$ cat config.mk
export PLATFORM = sky130hd
export DESIGN_NAME = or_pulse_monitor
export DESIGN_NICKNAME = d
export VERILOG_FILES = /design/src/rtl/or_pulse_monitor.sv
export SDC_FILE = /design/constraint.sdc
export NUM_CORES = 1
export LEC_CHECK = 0
export CORE_UTILIZATION = 52
export CTS_BUF_LIST = sky130_fd_sc_hd__clkbuf_16
export DETAILED_ROUTE_END_ITERATION = 12
export GPL_ROUTABILITY_DRIVEN = 0
export PLACE_DENSITY = 0.79
export SLEW_MARGIN = 20
export SYNTH_ARGS = -nofsm -noshare
export SYNTH_HDL_FRONTEND = slang
export SYNTH_SLANG_ARGS = --single-unit
export TNS_END_PERCENT = 5
$ cat constraint.sdc
create_clock -name clk -period 2.49 [get_ports clk]
set_input_delay 0.3735 -clock clk [delete_from_list [all_inputs] [get_ports clk]]
set_output_delay 0.3735 -clock clk [all_outputs]
set_load 0.01 [all_outputs]
$ cat src/rtl/or_pulse_monitor.sv
// rtl/or_pulse_monitor.sv - synchronises the OR-gate output, counts its edges and measures high/low run widths
module or_pulse_monitor #(
    parameter int CNT_W       = 8,
    parameter int MIN_WIDTH   = 2,
    parameter int SYNC_STAGES = 2
) (
    input  logic             clk,
    input  logic             rst,
    input  logic             en,
    input  logic             clr,
    input  logic             sig_in,
    output logic             sig_sync,
    output logic [CNT_W-1:0] rise_cnt,
    output logic [CNT_W-1:0] fall_cnt,
    output logic [CNT_W-1:0] last_high_w,
    output logic [CNT_W-1:0] last_low_w,
    output logic             meas_valid,
    output logic             glitch,
    output logic [CNT_W-1:0] glitch_cnt
);

    typedef enum logic [1:0] {IDLE, WAIT_EDGE, MEAS_HIGH, MEAS_LOW} state_t;

    localparam logic [CNT_W-1:0] CNT_MAX = '1;
    localparam logic [CNT_W-1:0] MIN_W   = CNT_W'(MIN_WIDTH);
    localparam logic [CNT_W-1:0] ONE     = CNT_W'(1);

    state_t                 state, state_next;
    logic [SYNC_STAGES-1:0] sync_q;
    logic                   sig_d;
    logic                   edge_seen;
    logic [CNT_W-1:0]       run_len;
    logic                   count_edge;
    logic                   report;
    logic                   is_glitch;
    logic                   run_active;

    function automatic logic [CNT_W-1:0] sat_inc(input logic [CNT_W-1:0] v);
        return (v == CNT_MAX) ? v : v + ONE;
    endfunction

    assign sig_sync  = sync_q[SYNC_STAGES-1];
    assign edge_seen = sig_sync ^ sig_d;

    always_ff @(posedge clk or posedge rst) begin
        if (rst) begin
            sync_q <= '0;
            sig_d  <= 1'b0;
        end else begin
            sync_q <= {sync_q[SYNC_STAGES-2:0], sig_in};
            sig_d  <= sig_sync;
        end
    end

    // clr and en=0 both override edge handling; the first edge after WAIT_EDGE only arms measurement
    always_comb begin
        state_next = state;
        count_edge = 1'b0;
        report     = 1'b0;
        if (clr) begin
            state_next = en ? WAIT_EDGE : IDLE;
        end else if (!en) begin
            state_next = IDLE;
        end else begin
            case (state)
                IDLE: state_next = WAIT_EDGE;
                WAIT_EDGE: begin
                    if (edge_seen) begin
                        count_edge = 1'b1;
                        state_next = sig_sync ? MEAS_HIGH : MEAS_LOW;
                    end
                end
                MEAS_HIGH, MEAS_LOW: begin
                    if (edge_seen) begin
                        count_edge = 1'b1;
                        report     = 1'b1;
                        state_next = sig_sync ? MEAS_HIGH : MEAS_LOW;
                    end
                end
                default: state_next = IDLE;
            endcase
        end
        is_glitch  = report && (run_len < MIN_W);
        run_active = !clr && en && (state != IDLE);
    end

    always_ff @(posedge clk or posedge rst) begin
        if (rst) begin
            state       <= IDLE;
            run_len     <= '0;
            rise_cnt    <= '0;
            fall_cnt    <= '0;
            last_high_w <= '0;
            last_low_w  <= '0;
            glitch_cnt  <= '0;
            meas_valid  <= 1'b0;
            glitch      <= 1'b0;
        end else begin
            state      <= state_next;
            meas_valid <= report;
            glitch     <= is_glitch;
            if (clr) begin
                run_len     <= '0;
                rise_cnt    <= '0;
                fall_cnt    <= '0;
                last_high_w <= '0;
                last_low_w  <= '0;
                glitch_cnt  <= '0;
            end else begin
                if (run_active)
                    run_len <= edge_seen ? ONE : sat_inc(run_len);
                if (count_edge) begin
                    if (sig_sync)
                        rise_cnt <= sat_inc(rise_cnt);
                    else
                        fall_cnt <= sat_inc(fall_cnt);
                end
                if (report) begin
                    if (state == MEAS_HIGH)
                        last_high_w <= run_len;
                    else
                        last_low_w <= run_len;
                end
                if (is_glitch)
                    glitch_cnt <= sat_inc(glitch_cnt);
            end
        end
    end

endmodule
* Word level (Yosys, flattened, before mapping)
Index checks and enable logic that the tools add are counted.
Word-level totals: register bits 55, bits in latches 0, bits in writable memories 0, ROM bits 0, input port bits 5, output and inout bits 43, logic and storage cells 85, memories 0
Operators by class: add/sub/neg operators 4, multiply operators 0, div/mod/pow operators 0, order comparisons 1, equal/unequal tests 14, shifts and indexed selects 0, multiplexer cells 34, bitwise gates (word level) 1, reductions and logical operators 20
Operator list (count):
- $mux W8 | 21
- $add A8 B1 Y8 const B | 4
- $eq A8 B8 Y1 const B | 4
- $reduce_bool A2 Y1 | 7
- $ne A2 B2 Y1 const B | 5
- $mux W1 | 9
- $lt A8 B2 Y1 const B | 1
- $reduce_and A2 Y1 | 4
- $mux W2 | 3
- $reduce_and A3 Y1 | 2
- $eq A2 B2 Y1 const B | 2
- $ne A4 B2 Y1 const B | 1
- $pmux W2 S2 | 1
- $logic_and A1 B1 Y1 | 3
- $ne A3 B3 Y1 const B | 1
- $reduce_or A3 Y1 | 1
- $eq A2 B1 Y1 const B | 1
- $logic_not A2 Y1 | 1
- $reduce_or A2 Y1 | 1
- $logic_not A1 Y1 | 1
- $xor A1 B1 Y1 | 1

* Longest topological paths before layout
depth after elaboration 8, mapped depth 6, gate-level depth less buffers 5

* Least setup slack after synthesis
OpenSTA, ideal clock, no wires.
kind reg2reg, from reg run_len[5], to reg glitch_cnt[4], setup time 0.125 ns, data arrival time 1.684 ns, required time 2.365 ns, slack 0.681 ns, stages on the path, launching flop included 7, buffers on the path 2, period minus slack after synthesis 1.809 ns, cells stage by stage dfrtp_1 -> clkbuf_1 -> nor4_2 -> o211ai_1 -> buf_2 -> nor4_1 -> mux2_2
On the way: word-level cells in the longest chain between the ends 4
RTL lines:
- start, declared | line 32 | logic [CNT_W-1:0] run_len;
- start signal, assigned | line 111 | run_len <= edge_seen ? ONE : sat_inc(run_len);
- $lt A8 B2 Y1 | line 83 | is_glitch = report && (run_len < MIN_W);
- $logic_and A1 B1 Y1 | line 83
- $reduce_bool A2 Y1 (no source line)
- $reduce_and A2 Y1 (no source line)
- end signal, assigned | line 125 | glitch_cnt <= sat_inc(glitch_cnt);
- end, declared | line 19 | output logic [CNT_W-1:0] glitch_cnt
Every way passes these cells. A chain may end at the register's enable or synchronous reset.

* Final worst setup path
from reg run_len[6], to reg glitch_cnt[7]
The elaborated chain is that of the path after synthesis.

==> key figures <==
Timing
  – Highest clock rate: 0.4886 GHz
  – Final setup TNS: 0 ns
  – Hold slack: 0.3556 ns
  – Final period utilization: 0.8220
  – Unrepaired setup endpoints after global routing: no
  – Max_slew headroom: 0.5314
  – Fin. max-slew vios: 0
  – Final Hold Viols: 0
  – Final Skew: 0.001301 ns
  – Tmin final: 2.047 ns
  – # setup viols final: 0
  – Worst-Margin Slew: 0.7030 ns
  – Final setup margin: 0.4432 ns

Place
  – Detail Placement HPWL: 4283 um
  – Area after DPL: 0.003307 mm2
  – Placed cells: 376
  – Place WS: 0.3092 ns
  – Quantity of I/O buffers inserted on ports: 47

Logic synthesis
  – Sequential-to-total area share from yosys stat: 0.5074
  – Synth area leader: dfrtp_1
  – Mapped Avg Cell Area: 10.35 um2
  – Top FF cell, synth: dfrtp_1
  – Top cell type's share of synthesized area: 0.5074
  – Mapped Area: 0.002713 mm2
  – Syn nets: 271
  – Most frequent cell after synthesis: dfrtp_1
  – Post-synth cell types: 49
  – Mapped Cells: 262
  – Top cells by count, synth: dfrtp_1 (55), nor2_1 (19), a22o_1 (16)
  – Synthesized flop and latch total: 55
  – Asr flop ratio synth: 1.000
  – Synth area leaders: dfrtp_1 (51%), a22o_1 (5.2%), a21oi_1 (2.8%)
  – Number of synthesized flops with an enable pin: 0
  – Ys Warns: 0

GRT
  – Largest net degree at the start of global routing: 33
  – Gr ovfl total: 0
  – Initial antenna violation count: 0
  – Global Route Usage Sum: 0.2347
  – Number of global-route vias before repair: 2053
  – Global-route wire length before repair: 9908 um

Cells and area
  – Register area: 0.001376 mm2
  – Layout Utilization: 0.7085
  – Layout Area Growth over Synthesis: 27.44%
  – Multi-input gate area: 0.001266 mm2
  – Layout cells sized above 1: 0.1073
  – Final non-filler cell total: 384
  – Post-route cell area: 0.003457 mm2
  – Total Nets Final: 325
  – Filler cells: 398
  – # diodes: 0

Setup path
  – CP Cell Sequence: nor4_2 > o211ai_1 > buf_4 > or4_1 > a21oi_1
  – CP required: 2.71 ns
  – RR Startpoint: run_len[6]$_DFFE_PP0P_
  – Critical path's slowest cell: dfrtp_1
  – End of the critical path: glitch_cnt[7]$_DFFE_PP0P_
  – Stages on worst setup path: 5
  – Buffers and inverters on the worst path: 1
  – CP max FO: 8
  – Flop-to-flop setup slack: 0.44 ns
  – Crit path max-delay family: simple AND/OR/NAND/NOR gates
  – Critical Path End Type: register
  – Critical path type: reg -> reg
  – Critical Path Source Type: register
  – Worst Reg-to-Reg Cells: 5
  – CP Data Arrival Time: 2.26 ns
  – Crit path largest cell delay: 0.46 ns
  – Worst reg2reg endpoint: glitch_cnt[7]$_DFFE_PP0P_
  – Critical Path Start: run_len[6]$_DFFE_PP0P_

Drt
  – Final WL: 6030 um
  – Post-route antenna net violation count: 0
  – Vias/cell: 6.034
  – Initial DRC Count: 197
  – Post-DR wirelength/cell: 15.70 um
  – Vias: 2317
  – TritonRoute pass-1 iters: 4
  – DRC viols: 0

Clocking
  – CTS tree: built
  – CTS resizes: 0
  – Post-CTS Setup Bufs: 0
  – Root Driver: clkbuf_16
  – Hold_buf cts: 0
  – Worst-Skew Late Latency: 0.29 ns
  – Num CTS Buffers: 5
  – CTS clk-pin slew, worst paths: 0.07 ns
  – Number of H-tree levels: 2
  – Clk buf depth: 2
  – Clock sinks: 55

Floorplan
  – Top Ports: 48
  – Die height: 74.23 um
  – DIE AREA: 0.005509 mm2
  – Core area: 0.004880 mm2
  – Rows: 25
  – Initial Util: 0.5559
  – Die W: 74.23 um

Status
  – Status: complete, no violations

Pwr
  – Peak supply drop: 432.6 uV
  – Post-layout total power: 1.711 mW
  – Leakage: 1.394 nW
  – PD cells: 495.0 mW/mm2

Run
  – Max_cap viols: 0

Hold path
  – Worst min path class: reg -> reg
==> per-layer routing <==
layer  GRT usage  up-vias  wire length, um
met4     0.07128        0               44
li1            -     1104                -
met3     0.04201        8              212
met1      0.3126     1144             2724
met2      0.3939       61             3048
met5           0        -                0
==> flip-flops by register name, summed over array words and instances (netlist names) <==
| signal | flops |
|---|---|
| last_high_w | 8 |
| fall_cnt | 8 |
| meas_valid | 1 |
| sync_q | 2 |
| sig_d | 1 |
| run_len | 8 |
| rise_cnt | 8 |
| glitch | 1 |
| state | 2 |
| glitch_cnt | 8 |
| last_low_w | 8 |
==> cell families after synthesis <==
logic type | after synthesis | synth area share
xor gates and xnor gates | 2 | 0.009227
muxes | 7 | 0.02767
and+or+nand+nor | 107 | 0.2283
DFF | 55 | 0.5074
adders and majority gates | 4 | 0.01845
AOI/OAI and AO/OA | 71 | 0.1831
buffers and inverters | 16 | 0.02583
==> power breakdown <==
group | internal [mW] | switching, mW | leakage, nW
registers | 0.901 | 0.0125 | 0.758
logic | 0.0364 | 0.0682 | 0.566
clock network | 0.376 | 0.317 | 0.0700
total | 1.31 | 0.398 | 1.39
==> how the worst min path moves through the flow <==
| stage | cells after the start | slack, ns | endpoint | from |
|---|---|---|---|---|
| floorplan | 0 | 0.33 | sync_q[1]$_DFF_PP0_ | sync_q[0]$_DFF_PP0_ |
| global placement | 0 | 0.33 | sync_q[1]$_DFF_PP0_ | sync_q[0]$_DFF_PP0_ |
| detailed placement | 0 | 0.34 | sync_q[1]$_DFF_PP0_ | sync_q[0]$_DFF_PP0_ |
| CTS | 0 | 0.36 | sync_q[1]$_DFF_PP0_ | sync_q[0]$_DFF_PP0_ |
| global route | 0 | 0.36 | sync_q[1]$_DFF_PP0_ | sync_q[0]$_DFF_PP0_ |
| finish | 0 | 0.36 | sync_q[1]$_DFF_PP0_ | sync_q[0]$_DFF_PP0_ |
==> layout by cell type, fill, tap and decap left out, types with 6 or more instances in the layout <==
master / count
dfrtp_1: 55
clkdlybuf4s50_1: 47
nor2_1: 19
a22o_1: 16
a21oi_1: 15
nand2_1: 12
nand3_1: 10
o21ai_0: 10
nor3_1: 10
buf_4: 9
nand4_1: 8
and3_1: 7
nand2b_1: 6
or3_1: 6
o31ai_1: 6
==> final cells by class <==
cell class	count	share of cell area
Sequential cell	55	0.3981
Inverter	6	0.006515
Tap cell	67	0.02425
Timing Repair Buffer	57	0.1614
Multi-Input combinational cell	191	0.3663
Clock buffer	5	0.03619
Clock inverter	3	0.007238
Note: power is estimated with default switching activity, not from simulation.
